## src/rtl/filt_chan_sched.sv

```systemverilog
// Round-robin scheduler sharing one filters engine between NCH sample channels.
// Optional WAIT watchdog enabled by defining FILT_SCHED_TIMEOUT_EN.
module filt_chan_sched #(
  parameter int NCH       = 4,
  parameter int DATA_SIZE = 16,
  parameter int TIMEOUT   = 1023
) (
  input  logic                     clk,
  input  logic                     rstn,
  input  logic [NCH-1:0]           req_valid,
  input  logic [NCH*DATA_SIZE-1:0] req_data,
  input  logic [NCH*2-1:0]         req_sel,
  input  logic [NCH-1:0]           ovr_clr,
  output logic                     filt_start,
  output logic [1:0]               filt_select,
  output logic [DATA_SIZE-1:0]     filt_val,
  input  logic                     filt_done,
  input  logic [DATA_SIZE-1:0]     filt_result,
  output logic [NCH-1:0]           res_valid,
  output logic [DATA_SIZE-1:0]     res_data,
  output logic [NCH-1:0]           overrun,
  output logic                     busy,
  output logic                     timeout
);

  localparam int IW = (NCH > 1) ? $clog2(NCH) : 1;

  typedef enum logic [1:0] {
    S_IDLE,
    S_START,
    S_WAIT,
    S_RESP
  } state_t;

  state_t               r_state;
  logic [NCH-1:0]       r_pend;
  logic [DATA_SIZE-1:0] r_slot_data [NCH];
  logic [1:0]           r_slot_sel  [NCH];
  logic [IW-1:0]        r_last;
  logic [IW-1:0]        r_idx;
  logic                 r_start_cnt;

  logic                 w_any;
  logic                 w_grant;
  logic [IW-1:0]        w_pick;
  logic [NCH-1:0]       w_grant_oh;

`ifdef FILT_SCHED_TIMEOUT_EN
  localparam int TW = $clog2(TIMEOUT + 1);
  logic [TW-1:0]        r_wait_cnt;
`else
  // Watchdog absent: the port stays, permanently low.
  assign timeout = (TIMEOUT < 0);
`endif

  // First pending channel found when searching upward from last+1, wrapping.
  function automatic logic [IW-1:0] rr_pick(input logic [NCH-1:0] pend,
                                            input logic [IW-1:0]  last);
    int c;
    rr_pick = '0;
    for (int k = NCH; k >= 1; k--) begin
      c = int'(last) + k;
      if (c >= NCH) c = c - NCH;
      if (pend[c]) rr_pick = c[IW-1:0];
    end
  endfunction

  always_comb begin
    w_any      = |r_pend;
    w_grant    = (r_state == S_IDLE) && w_any;
    w_pick     = rr_pick(r_pend, r_last);
    w_grant_oh = '0;
    if (w_grant) w_grant_oh[w_pick] = 1'b1;
  end

  // A grant on the same edge as a new strobe frees the slot, so no overrun.
  always_ff @(posedge clk) begin
    if (!rstn) begin
      r_pend  <= '0;
      overrun <= '0;
    end else begin
      for (int i = 0; i < NCH; i++) begin
        if (req_valid[i]) begin
          r_pend[i] <= 1'b1;
          if (r_pend[i] && !w_grant_oh[i]) overrun[i] <= 1'b1;
          else if (ovr_clr[i])             overrun[i] <= 1'b0;
        end else begin
          if (w_grant_oh[i]) r_pend[i]  <= 1'b0;
          if (ovr_clr[i])    overrun[i] <= 1'b0;
        end
      end
    end
  end

  always_ff @(posedge clk) begin
    for (int i = 0; i < NCH; i++) begin
      if (req_valid[i]) begin
        r_slot_data[i] <= req_data[i*DATA_SIZE +: DATA_SIZE];
        r_slot_sel[i]  <= req_sel[i*2 +: 2];
      end
    end
  end

  always_ff @(posedge clk) begin
    if (!rstn) begin
      r_state     <= S_IDLE;
      r_last      <= IW'(NCH - 1);
      r_idx       <= '0;
      r_start_cnt <= 1'b0;
      filt_start  <= 1'b0;
      filt_select <= 2'b00;
      filt_val    <= '0;
      res_valid   <= '0;
      res_data    <= '0;
      busy        <= 1'b0;
`ifdef FILT_SCHED_TIMEOUT_EN
      r_wait_cnt  <= '0;
      timeout     <= 1'b0;
`endif
    end else begin
      res_valid <= '0;
`ifdef FILT_SCHED_TIMEOUT_EN
      timeout   <= 1'b0;
`endif
      case (r_state)
        S_IDLE: begin
          if (w_any) begin
            r_idx       <= w_pick;
            r_last      <= w_pick;
            filt_val    <= r_slot_data[w_pick];
            filt_select <= r_slot_sel[w_pick];
            filt_start  <= 1'b1;
            busy        <= 1'b1;
            r_start_cnt <= 1'b0;
            r_state     <= S_START;
          end
        end
        // Two cycles of start with done ignored, for the engine's start qualifier.
        S_START: begin
          if (r_start_cnt) begin
            r_state <= S_WAIT;
`ifdef FILT_SCHED_TIMEOUT_EN
            r_wait_cnt <= '0;
`endif
          end else begin
            r_start_cnt <= 1'b1;
          end
        end
        S_WAIT: begin
          if (filt_done) begin
            res_data         <= filt_result;
            res_valid[r_idx] <= 1'b1;
            filt_start       <= 1'b0;
            r_state          <= S_RESP;
          end
`ifdef FILT_SCHED_TIMEOUT_EN
          else if (r_wait_cnt == TW'(TIMEOUT - 1)) begin
            filt_start <= 1'b0;
            timeout    <= 1'b1;
            busy       <= 1'b0;
            r_state    <= S_IDLE;
          end else begin
            r_wait_cnt <= r_wait_cnt + 1'b1;
          end
`endif
        end
        S_RESP: begin
          busy    <= 1'b0;
          r_state <= S_IDLE;
        end
        default: begin
          filt_start <= 1'b0;
          busy       <= 1'b0;
          r_state    <= S_IDLE;
        end
      endcase
    end
  end

endmodule
```

## config.mk

```make
export PLATFORM = sky130hd
export DESIGN_NAME = filt_chan_sched
export DESIGN_NICKNAME = d
export VERILOG_FILES = /design/src/rtl/filt_chan_sched.sv
export SDC_FILE = /design/constraint.sdc
export NUM_CORES = 1
export LEC_CHECK = 0
export ABC_AREA = 1
export BUFFER_PORTS_ARGS = -buffer_cell sky130_fd_sc_hd__buf_2
export CORE_MARGIN = 1
export CORE_UTILIZATION = 32
export CTS_BUF_LIST = sky130_fd_sc_hd__clkbuf_16
export DETAILED_ROUTE_END_ITERATION = 8
export PLACE_DENSITY_LB_ADDON = 0.2
export SLEW_MARGIN = 20
export SYNTH_ARGS = -nofsm -noshare
export SYNTH_HDL_FRONTEND = slang
export SYNTH_SLANG_ARGS = --single-unit
```

## constraint.sdc

```tcl
create_clock -name clk -period 1.8 [get_ports clk]
set_input_delay 0.27 -clock clk [delete_from_list [all_inputs] [get_ports clk]]
set_output_delay 0.27 -clock clk [all_outputs]
set_load 0.02 [all_outputs]
```

==> results by group <==
Floorplan
  • Chip height: between 100 and 150 um
  • Initial Util: between 30% and 40%
  • Ports: 144
  • Core box area: 15,800 um^2
  • Std-Cell Rows: between 40 and 50
  • Die Area: 16,700 um^2
  • Die X-Extent: between 100 and 150 um

Pwr
  • Power share of the clock group: between 20% and 30%
  • Seq pwr share: between 20% and 30%
  • Power Dens Cells: about 1900 nW/um^2
  • Power Total: between 0.01 and 0.015 W
  • Max VDD drop: roughly 1.0 mV
  • P_sw: ~0.0054 W
  • Sw Ratio: between 40 and 50%
  • Comb power frac: a little under half
  • LEAKAGE: around 3.1 nW
  • Int Pwr: about 0.008 W

STA
  • Pins Over Slew Limit: 0
  • Final-report setup violation count: 0
  • RSZ-0062 raised after global routing: true
  • Slew HR: 65.3%
  • Final Skew: approximately 0.0067 ns
  • Slew at the pin closest to its max-slew limit: between 0.5 and 0.6 ns
  • Fin crit period: 1.78 ns
  • Final hold vios: 0
  • Post-route clock period utilization: approximately 99%
  • Setup WS post-layout: between 0.015 and 0.02 ns
  • Fmax: approximately 560 MHz

Clock network
  • H-tree depth reported by CTS: 4
  • Root Buffer: clkbuf_16
  • Clock edge transition at the registers on the reported setup and hold paths: approximately 0.06 ns
  • Post-cts hold buffer count: 0
  • Total CTS buffers: 17
  • Clock Path Buffers: 2
  • CTS sink cnt: about 130
  • CTS tree: built
  • Clock latency on the worst-skew pair: around 0.42 ns

Critical path
  • Worst path max stage delay: around 0.37 ns
  • WP data arrival: between 2 and 2.5 ns
  • Flop-to-flop setup slack: about 0.017 ns
  • CP bufs+invs: 3
  • Critical path origin: r_last[0]
  • CP endpoint kind: flop
  • Path depth of the worst reg2reg path: 14
  • Startpoint Class: flop
  • Family with the most delay on the worst path: simple AND/OR/NAND/NOR gates
  • Setup Crit Path Kind: flop to flop
  • Critical Path End: filt_val[2]
  • Slowest cell on crit path: dfxtp_4
  • Crit path depth: 14
  • CP Max Fanout: 6
  • Crit Reg-Reg Endpoint: filt_val[2]
  • RR Startpoint: r_last[0]
  • Cells along the critical path: buf_6 -> nand2_2 -> nand3_2 -> nand2_1 -> inv_1 -> nand2_4 -> nand2_4 -> nand2_8 -> nand2_8 -> clkbuf_16 -> nand3_2 -> nand3_1 -> nor2_1 -> nor2_1
  • WP data required: approximately 2.1 ns

Synth
  • Post-synthesis sequential area ratio: a little over three fifths
  • Mapped Cells: approximately 530
  • Post-Syn Nets: 630
  • Synth warn: 0
  • Netlist cell types: 29
  • #FFs+latches synth: around 130
  • Syn_area_per_cell: between 9 and 10 um^2
  • Mapped Area: between 5000 and 6000 um^2

Cells and area
  • Register area: 3270 um^2
  • N_diodes: 0
  • Multi-input logic area: roughly 1800 um^2
  • Layout Nets: 786
  • Fillers: about 1,500
  • Synth-to-layout area growth: 36.9%
  • Layout cells sized above 1: 39.0%

Routing
  • Drc violations: 0
  • WL/cell: approximately 15 um
  • Vias/cell: around 4.5
  • Drt pass-1 iters: 6
  • Final ANT Viol Nets: 0
  • Via count: slightly above 4,000
  • DRT Wirelength: between 10 and 15 mm
  • DRT iter0 DRCs: 138

Global routing
  • Initial antenna violation count: 0
  • Aggregate global routing overflow: 0
  • Pin count of the biggest net entering global routing: 40
  • Total GRT Usage: 16.0%
  • First-pass GRT wire length: ~20 mm
  • Vias in the first global route: between 4,000 and 5,000

Place
  • PortBufs: approximately 140
  • Post-place setup slack: -0.102 ns
  • Routability Congestion: a little over 0.8
  • Detailed Place HPWL: approximately 9.0 mm

Status
  • Status: finished clean

Worst hold path
  • Min-delay worst type: primary input to flop

Flow run
  • Max Cap Viol: 0
[worst min path at each step]
stage / start / end / cells past startpoint
2_1_floorplan: req_data[0] / r_slot_data[0][0] / 0
3_3_place_gp: r_idx[0] / res_valid[2] / 1
3_5_place_dp: r_idx[0] / res_valid[2] / 1
4_1_cts: req_data[19] / r_slot_data[1][3] / 1
5_1_grt: req_sel[2] / r_slot_sel[1][0] / 1
6_report: req_data[19] / r_slot_data[1][3] / 1
[synthesized netlist by cell type]
library cell	instances	share of area [%]
a211oi_1	1	0.14
a21oi_1	16	1.5
buf_1	1	0.072
buf_12	1	0.39
buf_2	6	0.58
buf_4	6	0.87
buf_6	2	0.43
buf_8	2	0.58
clkbuf_1	10	0.72
clkinv_1	1	0.072
conb_1	1	0.072
dfxtp_1	55	21
edfxtp_1	72	42
ha_1	5	1.2
inv_1	43	3.1
inv_2	2	0.14
inv_4	1	0.12
nand2_1	70	5.1
nand2_2	5	0.60
nand2_4	2	0.43
nand3_1	33	3.2
nand3_2	13	2.5
nand4_1	20	2.4
nor2_1	111	8.0
nor3_1	5	0.48
o211ai_1	1	0.14
o21ai_0	39	3.8
o21ai_2	1	0.17
o221ai_1	1	0.17
[layer usage]
layer | global-route usage, % | up-vias | part of all wire [%]
met5 | 0 | - | 0
met4 | 8.17 | 0 | 2.5
met3 | 4.87 | 19 | 6.0
met2 | 27.8 | 125 | 50
met1 | 17.6 | 1927 | 41
li1 | - | 2070 | -
[placed cells by master, fill, tap and decap left out, types with 7 or more instances in the layout]
master	synthesis	layout
o21ai_0	39	39
nand2_1	70	57
a21oi_1	16	12
nor2_2	0	10
nand3_1	33	18
buf_2	6	142
clkbuf_16	0	21
buf_4	6	7
nand3_2	13	27
dfxtp_1	55	50
edfxtp_1	72	72
nand4_1	20	20
inv_1	43	40
nor2_1	111	101
nand2_2	5	13
[sequential cells by signal, indices dropped and copies added, names as in the netlist]
| name | cells |
|---|---|
| r_pend | 4 |
| res_valid | 4 |
| r_slot_data | 64 |
| r_idx | 2 |
| filt_start | 1 |
| res_data | 16 |
| r_start_cnt | 1 |
| r_state | 2 |
| filt_select | 2 |
| r_last | 2 |
| filt_val | 16 |
| r_slot_sel | 8 |
| overrun | 4 |
| busy | 1 |
[what timing repair did]
item / CTS / global route
pin swaps: 0 / 26
gates cloned: 0 / 7
gates resized for setup: 1 / 69
setup buffers: 0 / 1
endpoints found under the setup margin: 22 / 29
[worst reg2reg max path, stage by stage (launching register included)]
cell and delay, ns:
dfxtp_4 0.37, buf_6 0.14, nand2_2 0.07, nand3_2 0.08
nand2_1 0.07, inv_1 0.06, nand2_4 0.09, nand2_4 0.07
nand2_8 0.11, nand2_8 0.08, clkbuf_16 0.17, nand3_2 0.05
nand3_1 0.13, nor2_1 0.12, nor2_1 0.05
[kinds of logic after synthesis]
group / after synthesis / share of synthesized area, %
other: 1 / 0.0723
buffers and inverters: 75 / 7.10
flip-flops: 127 / 62.9
adder cells (fa/ha/maj): 5 / 1.21
AND/OR/NAND/NOR: 259 / 22.7
AO/OA/AOI/OAI: 59 / 5.94
[per-stage QoR]
step	cell area [um^2]	util (%)	instances	setup TNS, ns	hold WS, ns
2_1_floorplan	5180	-	526	0	0.369
3_3_place_gp	6150	38.9	871	-0.0135	0.438
3_5_place_dp	6150	38.9	871	-1.53	0.440
4_1_cts	6700	42.3	903	-0.00458	0.00598
5_1_grt	7100	44.8	911	-1.87	-0.00121
6_report	7100	44.8	911	0	0.0228
[power groups by stage]
stage                     Sequential, W  Combinational, W  Clock, W
final                           0.00384           0.00643   0.00315
after global routing            0.00389           0.00704   0.00335
after CTS                       0.00382           0.00512   0.00323
after global placement          0.00386           0.00499         0
after detailed placement        0.00387           0.00511         0
after floorplan                 0.00409           0.00337         0
[final cells by class]
type                            instances  share of cell area [%]
Sequential cell                       127                    46.1
Clock inverter                         15                    1.73
Tap cell                              216                    3.81
Multi-Input combinational cell        325                    25.1
Timing Repair Buffer                  164                    14.7
Inverter                               47                    2.61
Clock buffer                           17                    6.00
No activity file was read; power rests on OpenSTA's default activity.
